File: src/rtl/pipe_hazard_ctrl.sv
// rtl/pipe_hazard_ctrl.sv - Y86-64 pipeline stall/bubble control with run/drain/halt FSM (optional counters: PIPE_CTRL_PERF_EN)
module pipe_hazard_ctrl #(
  parameter int          CNT_W = 32,
  parameter logic [3:0]  RNONE = 4'hF
) (
  input  logic        clk,
  input  logic        rst,
  input  logic [3:0]  D_icode,
  input  logic [3:0]  d_srcA,
  input  logic [3:0]  d_srcB,
  input  logic [3:0]  E_icode,
  input  logic [3:0]  E_dstM,
  input  logic        e_Cnd,
  input  logic [3:0]  M_icode,
  input  logic [2:0]  m_stat,
  input  logic [2:0]  W_stat,
  output logic        F_stall,
  output logic        D_stall,
  output logic        D_bubble,
  output logic        E_bubble,
  output logic        M_bubble,
  output logic        W_stall,
  output logic        halted,
  output logic [2:0]  halt_stat
`ifdef PIPE_CTRL_PERF_EN
  ,
  output logic [CNT_W-1:0] cyc_cnt,
  output logic [CNT_W-1:0] stall_cnt,
  output logic [CNT_W-1:0] bubble_cnt,
  output logic [CNT_W-1:0] mispred_cnt
`endif
);

  localparam logic [3:0] I_MRMOVQ = 4'h5;
  localparam logic [3:0] I_POPQ   = 4'hB;
  localparam logic [3:0] I_JXX    = 4'h7;
  localparam logic [3:0] I_RET    = 4'h9;
  localparam logic [2:0] S_AOK    = 3'd1;

  typedef enum logic [1:0] {
    ST_RUN    = 2'd0,
    ST_DRAIN  = 2'd1,
    ST_HALTED = 2'd2
  } state_t;

  state_t     state_q;
  state_t     state_d;
  logic [2:0] halt_stat_q;

  logic load_use;
  logic ret_in;
  logic mispred;
  logic m_exc;
  logic w_exc;

  // Hazard terms decoded straight from the pipeline registers and stage outputs
  always_comb begin
    load_use = ((E_icode == I_MRMOVQ) || (E_icode == I_POPQ)) &&
               (E_dstM != RNONE) &&
               ((E_dstM == d_srcA) || (E_dstM == d_srcB));
    ret_in   = (D_icode == I_RET) || (E_icode == I_RET) || (M_icode == I_RET);
    mispred  = (E_icode == I_JXX) && !e_Cnd;
    m_exc    = (m_stat != S_AOK);
    w_exc    = (W_stat != S_AOK);
  end

  // Next state: an exception reaching W halts; one in M drains until it reaches W or is squashed
  always_comb begin
    state_d = state_q;
    case (state_q)
      ST_RUN: begin
        if (w_exc)      state_d = ST_HALTED;
        else if (m_exc) state_d = ST_DRAIN;
      end
      ST_DRAIN: begin
        if (w_exc)       state_d = ST_HALTED;
        else if (!m_exc) state_d = ST_RUN;
      end
      default: state_d = ST_HALTED;
    endcase
  end

  // Control word for the current cycle; reset flushes, HALTED freezes the whole core
  always_comb begin
    F_stall  = load_use | ret_in;
    D_stall  = load_use;
    D_bubble = mispred | (ret_in & ~load_use);
    E_bubble = mispred | load_use | m_exc | w_exc;
    M_bubble = m_exc | w_exc;
    W_stall  = w_exc;
    halted   = 1'b0;
    halt_stat = halt_stat_q;
    if (rst) begin
      F_stall   = 1'b0;
      D_stall   = 1'b0;
      D_bubble  = 1'b1;
      E_bubble  = 1'b1;
      M_bubble  = 1'b1;
      W_stall   = 1'b0;
      halt_stat = S_AOK;
    end else begin
      case (state_q)
        ST_DRAIN: M_bubble = 1'b1;
        ST_HALTED: begin
          F_stall  = 1'b1;
          D_stall  = 1'b1;
          D_bubble = 1'b0;
          E_bubble = 1'b1;
          M_bubble = 1'b1;
          W_stall  = 1'b1;
          halted   = 1'b1;
        end
        default: ;
      endcase
    end
  end

  // State register; halt status captured only on the edge that enters HALTED
  always_ff @(posedge clk) begin
    if (rst) begin
      state_q     <= ST_RUN;
      halt_stat_q <= S_AOK;
    end else begin
      state_q <= state_d;
      if ((state_q != ST_HALTED) && (state_d == ST_HALTED))
        halt_stat_q <= W_stat;
    end
  end

`ifdef PIPE_CTRL_PERF_EN
  localparam logic [CNT_W-1:0] CNT_ONE = {{(CNT_W-1){1'b0}}, 1'b1};
  localparam logic [CNT_W-1:0] CNT_MAX = {CNT_W{1'b1}};

  logic active;
  assign active = (state_q != ST_HALTED);

  // Saturating performance counters
  always_ff @(posedge clk) begin
    if (rst) begin
      cyc_cnt     <= '0;
      stall_cnt   <= '0;
      bubble_cnt  <= '0;
      mispred_cnt <= '0;
    end else begin
      if (active && cyc_cnt != CNT_MAX)
        cyc_cnt <= cyc_cnt + CNT_ONE;
      if (active && F_stall && stall_cnt != CNT_MAX)
        stall_cnt <= stall_cnt + CNT_ONE;
      if (active && (D_bubble || E_bubble) && bubble_cnt != CNT_MAX)
        bubble_cnt <= bubble_cnt + CNT_ONE;
      if (mispred && mispred_cnt != CNT_MAX)
        mispred_cnt <= mispred_cnt + CNT_ONE;
    end
  end
`endif

  d_excl_a: assert property (@(posedge clk) !(D_stall && D_bubble));

endmodule

File: config.mk
export PLATFORM = sky130hd
export DESIGN_NAME = pipe_hazard_ctrl
export DESIGN_NICKNAME = d
export VERILOG_FILES = /design/src/rtl/pipe_hazard_ctrl.sv
export SDC_FILE = /design/constraint.sdc
export NUM_CORES = 1
export LEC_CHECK = 0
export CAP_MARGIN = 10
export CORE_AREA = 2 2 39 41
export CTS_BUF_LIST = sky130_fd_sc_hd__clkbuf_16
export DETAILED_ROUTE_END_ITERATION = 10
export DIE_AREA = 0 0 41 43
export DONT_BUFFER_PORTS = 1
export GPL_TIMING_DRIVEN = 0
export PLACE_DENSITY = 0.55
export SLEW_MARGIN = 20
export SYNTH_ARGS = -nofsm -noshare
export SYNTH_HDL_FRONTEND = slang
export SYNTH_SLANG_ARGS = --single-unit
File: constraint.sdc
create_clock -name clk -period 2.2 [get_ports clk]
set_input_delay 0.11 -clock clk [delete_from_list [all_inputs] [get_ports clk]]
set_output_delay 0.11 -clock clk [all_outputs]
set_load 0.05 [all_outputs]
==> metrics.md <==
| Metric | Value |
|---|---|
| Max-cap viol count | `0` |
| Layout cell share with drive strength beyond 1 | `between 8 and 9%` |
| Post-cts sizing count | `0` |
| Synth Warn # | `0` |
| Vias | `511` |
| Mapped Nets | `a little over 100` |
| Cell area after layout | `622 um^2` |
| Leakage power | `approximately 0.26 nW` |
| Main synth FF type | `dfxtp_1` |
| Crit start category | `flip-flop` |
| Power, Total | `0.484 mW` |
| Internal power | `0.360 mW` |
| I/O Pins | `43` |
| Placed instance count | `a little over 80` |
| Final Slew Violations | `0` |
| Clk pin slew, worst setup/hold paths | `0.03 ns` |
| FILL cells | `153` |
| Hold buffers post-CTS | `0` |
| Combinational Power Share | `18.1%` |
| Final Util | `44.9%` |
| Status | `complete, no violations` |
| Fin crit period | `between 1.5 and 2 ns` |
| Drt first-iter violations | `6` |
| Wire per inst | `13.2 um` |
| DP HPWL | `934 um` |
| CTS Root Cell | `clkbuf_16` |
| Setup TNS | `0 ns` |
| # rows | `14` |
| Mapped Cells | `67` |
| Mean Syn Cell Area | `7.81 um^2` |
| Die area | `1760 um^2` |
| Critical path peak fanout | `6` |
| Tcrit/Tclk final | `approximately four fifths` |
| Largest area contributor in the netlist | `dfxtp_1` |
| Clk_lat worst skew | `roughly 0.23 ns` |
| Height of the die | `43 um` |
| Vias in the first global route | `462` |
| Layout Nets | `108` |
| Via density | `between 5 and 6` |
| Clock Skew | `~0.0011 ns` |
| Top cells by area, synth | `dfxtp_1, xor2_1, ha_1, nor4bb_1, nand2_1` |
| Largest net degree at the start of global routing | `11` |
| DRC | `0` |
| Clk buf depth | `2` |
| Finished Layout Cells | `87` |
| Crit path DAT | `around 1.7 ns` |
| First-pass detailed-route iteration total | `4` |
| Min-delay worst type | `input port to flip-flop` |
| Largest family of logic cells by synthesized area | `simple AND/OR/NAND/NOR gates` |
| XOR/XNOR Fraction of Synth Area | `13.4%` |
| Total routed wirelength | `1150 um` |
| Post-CTS setup buffer count | `0` |
| Initial antenna violation count | `0` |
| Worst slack, placed | `around 0.65 ns` |
| Post-synth EDFFs | `0` |
| Seq pwr share | `roughly 21%` |
| First-pass GRT wire length | `roughly 1700 um` |
| Post-Syn Area | `523 um^2` |
| Setup violators final | `0` |
| Cts bufs inserted | `3` |
| Area share of the largest cell type after synthesis | `19.1%` |
| Die X | `41 um` |
| Routed Antenna Nets | `0` |
| P_sw | `roughly 0.12 mW` |
| Post-synthesis sequential area ratio | `19.1%` |
| Fraction of the mapped netlist area in adder cells | `under 10%` |
| Placeable Area | `1380 um^2` |
| Fin. Hold Viols | `0` |
| DP Area | `543 um^2` |
| Clock Sink Count | `5` |
| Compound-Gate Fraction of Synth Area | `~16%` |
| Post-synthesis mux area share | `1.91%` |
| Unrepaired setup endpoints after global routing | `false` |
| Layout area overhead | `18.9%` |
| Headroom to the max-slew limit | `around 38%` |
| Ant. Diodes | `0` |
| H-tree depth | `1` |
| Synth Register Bits | `5` |
| Distinct cells, synth | `33` |
| Peak VDD IR | `between 0.0002 and 0.0003 V` |
| FMAX | `558 MHz` |
| Fin worst setup slack | `0.407 ns` |
| Total global routing overflow | `0` |
| Worst Setup End Kind | `output port` |
| P per Cell Area | `779 nW/um^2` |
| Clk pwr share | `61.2%` |
| Port Buffers | `0` |
| Asr flop ratio synth | `0%` |
| GP Congestion | `about 0.69` |
| Synth Area in Simple Gates | `around 39%` |
| Fraction of power spent switching nets | `25.8%` |
| Hold Slack | `approximately 0.017 ns` |
| Setup CP Type | `flip-flop to output port` |
| CP required | `2.09 ns` |
| Least-Margin Pin Slew | `a little over 0.9 ns` |
| Initial core utilization | `37.8%` |
| Global router's overall resource usage | `14.3%` |
| Top cells by instance count after synthesis | `nand2_1, xor2_1, dfxtp_1` |
| CTS tree | `built` |
[sequential cells by signal, summed over array words and instances, names as in the netlist]
| name | flops |
|---|---|
| halt_stat_q | 3 |
| state_q | 2 |
[worst max-delay path, cell delays in order (launching register included)]
cell	delay (ns)
dfxtp_1	0.42
ha_1	0.27
nor2_1	0.07
nor2_1	0.68
[area by class of cell]
| class | instances | area (um^2) | share of cell area [%] |
|---|---|---|---|
| Multi-Input combinational cell | 57 | 404 | 65.0 |
| Sequential cell | 5 | 100 | 16.1 |
| Clock buffer | 3 | 75.1 | 12.1 |
| Tap cell | 16 | 20.0 | 3.22 |
| Inverter | 4 | 15.0 | 2.41 |
| Clock inverter | 1 | 3.75 | 0.604 |
| Buffer | 1 | 3.75 | 0.604 |
[path summary, 6_finish.rpt]
check / start / depth (start not counted) / endpoint / slack, ns
max: state_q[1] / 3 / W_stall / 0.41
min: W_stat[0] / 2 / halt_stat_q[0] / 0.02
max reg2reg: state_q[1] / 5 / state_q[1] / 0.99
min reg2reg: halt_stat_q[2] / 2 / halt_stat_q[2] / 0.45
[kinds of logic after synthesis]
family | Yosys count
flops | 5
buf+inv | 5
simple gates | 33
xor+xnor | 8
mux | 1
fa+ha+maj | 3
compound gates | 12
[metal layers]
layer	GRT usage, %	vias up	wire, um
met3	3.14	2	87
met2	23.4	25	597
met1	15.0	236	433
li1	-	248	-
met5	0	-	0
met4	10.0	0	27
[layout by cell type (no fill, tap or decap), types with 2 or more instances in the layout]
cell type and instances:
clkbuf_16 3, dfxtp_1 5, ha_1 3, inv_1 4
nand2_1 8, nand3_1 2, nor2_1 4, nor2b_1 2
nor4_1 2, nor4bb_1 3, o21ai_1 3, or2_1 2
or3_1 2, xor2_1 8
[power by group through the flow]
stage	combinational, mW	clock, mW	sequential [mW]
final	0.0875	0.297	0.100
after detailed placement	0.0880	0	0.102
after global placement	0.0867	0	0.102
after global routing	0.0960	0.306	0.101
after floorplan	0.0802	0	0.100
after CTS	0.0883	0.303	0.100
No activity file was read; power rests on OpenSTA's default activity.
